[src/rtl/cpu_datapath.sv]
// rtl/cpu_datapath.sv - accumulator datapath: PC, IR, ACC, carry flag, 16x8 register file, ALU
module cpu_datapath (
    input  logic        clk,
    input  logic        reset,
    input  logic        LoadIR,
    input  logic        IncPC,
    input  logic        SelPC,
    input  logic        LoadPC,
    input  logic        LoadReg,
    input  logic        DumpReg,
    input  logic        LoadAcc,
    input  logic [1:0]  SelAcc,
    input  logic [3:0]  SelALU,
    input  logic [3:0]  SelReg,
    output logic [7:0]  imem_addr,
    input  logic [15:0] imem_data,
    output logic [7:0]  Opcode,
    output logic        Zero_Carry,
    output logic [7:0]  acc_out,
    output logic [7:0]  reg_bus
);

    localparam logic [3:0] ALU_PASSB = 4'b0000;
    localparam logic [3:0] ALU_ADD   = 4'b0001;
    localparam logic [3:0] ALU_SUB   = 4'b0010;
    localparam logic [3:0] ALU_AND   = 4'b0011;
    localparam logic [3:0] ALU_OR    = 4'b0100;
    localparam logic [3:0] ALU_XOR   = 4'b0101;
    localparam logic [3:0] ALU_NOT   = 4'b0110;
    localparam logic [3:0] ALU_SHL   = 4'b0111;
    localparam logic [3:0] ALU_SHR   = 4'b1000;

    logic [7:0]  pc;
    logic [15:0] ir;
    logic [7:0]  acc;
    logic        carry;
    logic [7:0]  regs [16];

    logic [7:0]  reg_rd;
    logic [7:0]  alu_res;
    logic        alu_cout;
    logic        alu_sets_carry;
    logic [8:0]  sum9;
    logic [7:0]  acc_next;

    // Register read is combinational, so a same-cycle write is seen only after the edge.
    assign reg_rd     = regs[SelReg];
    assign sum9       = {1'b0, acc} + {1'b0, reg_rd};
    assign imem_addr  = pc;
    assign Opcode     = ir[15:8];
    assign acc_out    = acc;
    assign reg_bus    = DumpReg ? reg_rd : 8'h00;
    assign Zero_Carry = ir[15] ? carry : (acc != 8'h00);

    // ALU: A is ACC, B is the selected register; carry-out only meaningful for arithmetic/shift ops.
    always_comb begin
        alu_res        = acc;
        alu_cout       = 1'b0;
        alu_sets_carry = 1'b0;
        case (SelALU)
            ALU_PASSB: alu_res = reg_rd;
            ALU_ADD: begin
                alu_res        = sum9[7:0];
                alu_cout       = sum9[8];
                alu_sets_carry = 1'b1;
            end
            ALU_SUB: begin
                alu_res        = acc - reg_rd;
                alu_cout       = (acc < reg_rd);
                alu_sets_carry = 1'b1;
            end
            ALU_AND: alu_res = acc & reg_rd;
            ALU_OR:  alu_res = acc | reg_rd;
            ALU_XOR: alu_res = acc ^ reg_rd;
            ALU_NOT: alu_res = ~acc;
            ALU_SHL: begin
                alu_res        = {acc[6:0], 1'b0};
                alu_cout       = acc[7];
                alu_sets_carry = 1'b1;
            end
            ALU_SHR: begin
                alu_res        = {1'b0, acc[7:1]};
                alu_cout       = acc[0];
                alu_sets_carry = 1'b1;
            end
            default: alu_res = acc;
        endcase
    end

    // ACC source mux; 11 re-selects the current ACC.
    always_comb begin
        acc_next = acc;
        case (SelAcc)
            2'b00:   acc_next = alu_res;
            2'b01:   acc_next = ir[7:0];
            2'b10:   acc_next = reg_rd;
            default: acc_next = acc;
        endcase
    end

    // PC, IR, ACC and carry update; reset wins over every strobe, IncPC wins over LoadPC.
    always_ff @(posedge clk) begin
        if (reset) begin
            pc    <= 8'h00;
            ir    <= 16'h0000;
            acc   <= 8'h00;
            carry <= 1'b0;
        end else begin
            if (LoadIR) ir <= imem_data;
            if (IncPC) begin
                pc <= pc + 8'h01;
            end else if (LoadPC) begin
                pc <= SelPC ? ir[7:0] : reg_rd;
            end
            if (LoadAcc) begin
                acc <= acc_next;
                if (SelAcc == 2'b00 && alu_sets_carry) carry <= alu_cout;
            end
        end
    end

    // Register file write takes the pre-edge ACC even when ACC is loaded in the same cycle.
    always_ff @(posedge clk) begin
        if (reset) begin
            for (int i = 0; i < 16; i++) regs[i] <= 8'h00;
        end else if (LoadReg) begin
            regs[SelReg] <= acc;
        end
    end

endmodule

[config.mk]
export PLATFORM = sky130hd
export DESIGN_NAME = cpu_datapath
export DESIGN_NICKNAME = d
export VERILOG_FILES = /design/src/rtl/cpu_datapath.sv
export SDC_FILE = /design/constraint.sdc
export NUM_CORES = 1
export LEC_CHECK = 0
export CORE_MARGIN = 1.5
export CORE_UTILIZATION = 45
export DETAILED_ROUTE_END_ITERATION = 7
export GPL_TIMING_DRIVEN = 0
export MAX_ROUTING_LAYER = met4
export SLEW_MARGIN = 30
export SYNTH_ARGS = -nofsm -noshare
export SYNTH_HDL_FRONTEND = slang
export SYNTH_SLANG_ARGS = --single-unit
[constraint.sdc]
create_clock -name clk -period 4.8 [get_ports clk]
set_input_delay 0.96 -clock clk [delete_from_list [all_inputs] [get_ports clk]]
set_output_delay 0.96 -clock clk [all_outputs]
set_load 0.02 [all_outputs]
### Word level (Yosys, flattened, before mapping)

Memory sizes are Yosys's and may differ from the RTL's.
Cells that the tools add are included.

| storage, ports and cells | value |
|---|---|
| register bits after elaboration | 33 |
| bits in writable memories | 128 |
| bits of input ports | 35 |
| word-level logic and storage cells | 51 |
| memories | 1 |

Memories:

| memory | words | bits a word | rd ports | clocked after Yosys merged registers in | wr ports | line | text |
|---|---|---|---|---|---|---|---|
| regs | 16 | 8 | 1 | 0 | 16 | 37 | `logic [7:0] regs [16];` |

| cells by class | value |
|---|---|
| $add $sub $neg | 3 |
| $lt $le $gt $ge | 1 |
| equality and inequality tests | 11 |
| mux-type cells | 17 |
| bitwise logic cells | 4 |
| reductions and logical operators | 10 |

Operators with widths:

| cell | number |
|---|---|
| case mux 8 bit (9 select lines) | 1 |
| two-way mux 8 bit | 5 |
| case mux 8 bit (3 select lines) | 1 |
| equality test 4 x 3 -> 1 bit (second input constant) | 4 |
| inequality test 10 x 1 -> 1 bit (second input constant) | 1 |
| adder 8 x 8 -> 9 bit | 1 |
| adder 8 x 1 -> 8 bit (second input constant) | 1 |
| bitwise AND 8 bit | 1 |
| equality test 4 x 2 -> 1 bit (second input constant) | 2 |
| < comparator 8 bit | 1 |
| two-way mux 1 bit | 8 |
| inverter 8 bit | 1 |
| bitwise OR 8 bit | 1 |
| nonzero test 8 bit | 1 |
| OR reduction 8 bit | 1 |
| subtractor 8 bit | 1 |
| bitwise XOR 8 bit | 1 |
| equality test 4 x 1 -> 1 bit (second input constant) | 1 |
| equality test 4 bit (second input constant) | 1 |
| zero test 4 bit | 1 |
| two-way mux 4 bit | 1 |
| case mux 1 bit (4 select lines) | 1 |
| OR reduction 4 bit | 1 |
| AND reduction 3 bit | 1 |
| other kinds (7) | 7 |

### Depth between registers and ports, before layout

| logic depth | value |
|---|---|
| depth after elaboration | 5 |
| mapped depth | 14 |
| depth with buffers taken out | 12 |

### Worst setup path before layout

Ideal clock, no wire load.

| timing path | value |
|---|---|
| path kind | in2reg |
| start | input SelReg[0] |
| end | register acc[5], in the netlist acc_out[5] |
| setup time | 0.086 ns |
| arrival time | 3.830 ns |
| required time | 4.714 ns |
| path slack | 0.883 ns |
| stages on the path | 13 |
| buffers on the path | 2 |
| path through | buf_6 -> buf_6 -> mux4_2 -> mux2i_1 -> mux2_2 -> inv_1 -> ha_1 -> a211o_1 -> a31oi_1 -> mux2i_1 -> a22oi_1 -> a221o_1 -> a221oi_2 |

| between the ends | value |
|---|---|
| word-level cells in the longest chain between the ends | 4 |

RTL lines:

| what | line | text |
|---|---|---|
| start, declared | 14 | `input logic [3:0] SelReg,` |
| memory (16 x 8 bit) * | -- |  |
| subtractor 8 bit (tied with other cells) | 68 | `alu_res = acc - reg_rd;` |
| case mux 8 bit (9 select lines) | 60 | `case (SelALU)` |
| case mux 8 bit (3 select lines) * | 93 | `case (SelAcc)` |
| end signal, assigned | 116 | `acc <= acc_next;` |
| end, declared | 35 | `logic [7:0] acc;` |

Every way passes the cells marked *; elsewhere a longest branch is shown, timed or not.
A chain may end at the register's enable or synchronous reset.

### Worst setup path after layout

| timing path | value |
|---|---|
| start | input SelReg[1] |
| end | register acc[4], in the netlist acc_out[4] |

Same word-level chain as after synthesis.

==> impl_results.md <==
- Fill cells: 1815
- Required @ worst endpoint: 5.08 ns
- Max-slew headroom: 34.53%
- Ys Warns: 0
- H-tree Lvls: 4
- Worst setup EP type: register
- Finished Layout Cells: 1215
- Internal power: 2671 uW
- Tightest Hold Check Type: reg -> reg
- Pre-CTS setup slack: -0.7722 ns
- CTS max path bufs: 2
- Initial DRC Count: 830
- Final slew viol count: 0
- Fin crit share: 99.41%
- Pin count of the biggest net entering global routing: 17
- Placed Cells: 1183
- DIE WIDTH: 146.8 microns
- GRT Overall Usage: 28.39%
- Rows: 52
- Total number of vias: 7479
- Overall power: 3794 uW
- Post-Synth Simple-Gate Area: 16.42%
- Mux contribution to synthesized area: 12.62%
- Port Buffers: 62
- CP startpoint: SelReg[1]
- Global-route wire length before repair: 43790 microns
- Remaining global-route overflow: 0
- Post-Syn Instances: 851
- Clock slew at reported path FFs: 0.07 ns
- Area contributors post-synth: edfxtp_1 (41%), mux4_2 (7.7%), nor3_1 (7.5%)
- # hold bufs at CTS: 0
- Unrepaired setup endpoints after global routing: no
- Minimum clock period: 4.771 ns
- Post-synth top area cell: edfxtp_1
- Nets: 1001
- Post CTS Setup Buffer Count: 0
- 1st-pass router iterations: 5
- Final clock skew: 0.01058 ns
- Flops & latches, synth: 161
- Routed WL: 29130 microns
- Worst vdd ir: 0.0002655 V
- # IOs: 68
- P&R area growth vs syn: 17.31%
- Status: finished, final reports clean
- Fin. Hold Viols: 0
- Clock root buffer: clkbuf_16
- Share of the synthesized area in the top cell type: 41.28%
- Max Cap Viol: 0
- Slew @ Worst Pin: 0.9801 ns
- Antenna violations before repair: 0
- Sw frac: 29.60%
- N_diodes: 0
- Post-synth EDFFs: 128
- Net Switching: 1123 uW
- Die ar.: 21560 sq um
- Cell area after synthesis: 9310 sq um
- Post-Syn Nets: 920
- Die H: 146.8 microns
- CTS tree: done
- GPL Wtd Cong: 0.9210
- Top_reg_cell synth: edfxtp_1
- Worst hold-check slack: 0.4982 ns
- Combinational fraction of design power: 19.6%
- Reg2reg start: regs[15][4]$_SDFFCE_PN0P_
- PwrDens: 347.4 nW/um^2
- DRC viols: 0
- Clock Latency Late Sink: 0.43 ns
- Vias in the first global route: 7076
- Synth Area in Compound Gates: 11.71%
- Placed cell area: 10270 sq um
- Clock sinks: 161
- Share of power burned in the clock network: 38.1%
- Sequential Power Share: 42.3%
- Post-synth ARST share: 0%
- Peak Freq: 209.6 MHz
- Initial core utilization: 46.01%
- Hold wc startpoint: ir[9]$_SDFFE_PP0P_
- Xor-xnor portion of the synthesized cell area: 0.3763%
- TritonCTS buffer count: 17
- Endpoint arrival time on the critical path: 5.06 ns
- Design Area, Final: 10920 sq um
- Fin worst setup slack: 0.02854 ns
- Worst-path maximum fanout: 10
- Setup violators final: 0
- Yosys cell types: 75
- Routed wire per std cell: 23.98 microns
- Crit Path Class: in -> reg
- CP Launch Type: input pin
- Routed Antenna Nets: 0
- Largest family of logic cells by synthesized area: simple AND/OR/NAND/NOR gates
- Via-to-Cell Ratio: 6.156
- Synth Area in Adders: 4.731%
- Leakage: 0.003791 uW
- Sequential fraction of the synthesis area: 48.38%
- Post-DP HPWL: 20720 microns
- Avg Cell Area, Syn: 10.94 sq um
- Core area: 20230 sq um
- Layout cells sized above 1: 11.75%
==> final cells by class <==
type / instances / area (sq um) / share of cell area, %
sequential: 161 / 4504 / 41.24
multi-input combinational: 567 / 4288 / 39.26
timing repair buffer: 62 / 620.6 / 5.682
clock buffer: 17 / 425.4 / 3.895
buffer: 88 / 409.1 / 3.746
tap: 270 / 337.8 / 3.093
clock inverter: 15 / 203.9 / 1.867
inverter: 35 / 132.6 / 1.214
==> cells in the mapped netlist, types with 9 or more instances <==
| master | number |
|---|---|
| a21oi_1 | 32 |
| a31oi_1 | 12 |
| buf_2 | 12 |
| clkbuf_1 | 59 |
| dfxtp_1 | 33 |
| edfxtp_1 | 128 |
| ha_1 | 32 |
| inv_1 | 21 |
| mux2i_1 | 42 |
| mux4_2 | 32 |
| nand2_1 | 21 |
| nand2b_1 | 12 |
| nand3_1 | 13 |
| nor2_1 | 53 |
| nor2b_1 | 9 |
| nor3_1 | 140 |
| o21ai_0 | 23 |
| o21bai_1 | 17 |
==> registers in the layout, indices dropped and copies added, names as in the netlist <==
signal and count:
regs 128, carry 1, imem_addr 8, acc_out 8, ir 16
==> power by group through the flow <==
stage	registers (uW)	clock network [uW]	logic [uW]
after floorplan	1630	0	450
after global placement	1630	0	722
after detailed placement	1640	0	723
after CTS	1600	1450	728
after global routing	1610	1510	796
final	1600	1450	742
==> critical path, stage by stage <==
cell and delay (ns):
clkdlybuf4s50_1 0.49, clkbuf_2 0.33, mux4_2 0.37, mux2i_1 0.33
mux2i_1 0.27, inv_2 0.19, ha_1 0.24, clkbuf_1 0.24
mux2_1 0.35, a21oi_1 0.16, nor2_1 0.05, a2111oi_0 0.70
o211a_1 0.30, nor4_1 0.06
==> final timing paths <==
| kind | endpoint | slack [ns] | cells past startpoint |
|---|---|---|---|
| hold / removal | ir[9]$_SDFFE_PP0P_ | 0.50 | 2 |
| hold reg to reg | ir[9]$_SDFFE_PP0P_ | 0.50 | 2 |
| setup reg to reg | acc_out[4]$_SDFFE_PP0P_ | 0.90 | 12 |
| setup / recovery | acc_out[4]$_SDFFE_PP0P_ | 0.03 | 14 |
==> metal layers <==
layer | track usage (%) | routed length [microns] | vias to the layer above
li1 | - | - | 3400
met1 | 40.26 | 12820 | 3671
met2 | 41.06 | 13010 | 368
met3 | 6.304 | 2681 | 40
met4 | 7.929 | 620 | 0
met5 | - | 0 | -
==> placed cells by master (no fill, tap or decap), types with 11 or more instances in the layout <==
master / synthesis / routed
nor3_1: 140 / 140
edfxtp_1: 128 / 128
clkdlybuf4s50_1: 0 / 62
clkbuf_1: 59 / 58
nor2_1: 53 / 53
mux2i_1: 42 / 40
dfxtp_1: 33 / 33
mux4_2: 32 / 32
a21oi_1: 32 / 32
ha_1: 32 / 32
o21ai_0: 23 / 23
inv_1: 21 / 21
nand2_1: 21 / 21
clkbuf_16: 0 / 17
o21bai_1: 17 / 16
nand3_1: 13 / 13
nand2b_1: 12 / 12
a31oi_1: 12 / 12
buf_2: 12 / 11
==> cell families (layout without fill, tap and decap cells) <==
group                      after synthesis  count (layout)
xor gates and xnor gates                 4               4
adders and majority gates               34              34
AOI/OAI and AO/OA                      157             157
muxes                                   77              77
buffers and inverters                  123             217
DFF                                    161             161
and+or+nand+nor                        295             295
==> timing repair <==
action | in CTS | in global routing
endpoints found under the setup margin | 8 | 4
cloned | 0 | 0
resized for setup | 3 | 4
pin swaps | 0 | 0
==> through the flow <==
stage	setup TNS [ns]	util [%]
after floorplan	0	-
after global placement	-4.073	50.75
after detailed placement	-4.158	50.75
after CTS	0	53.89
after global routing	0	53.98
final	0	53.98
(Power assumes the default switching activity.)
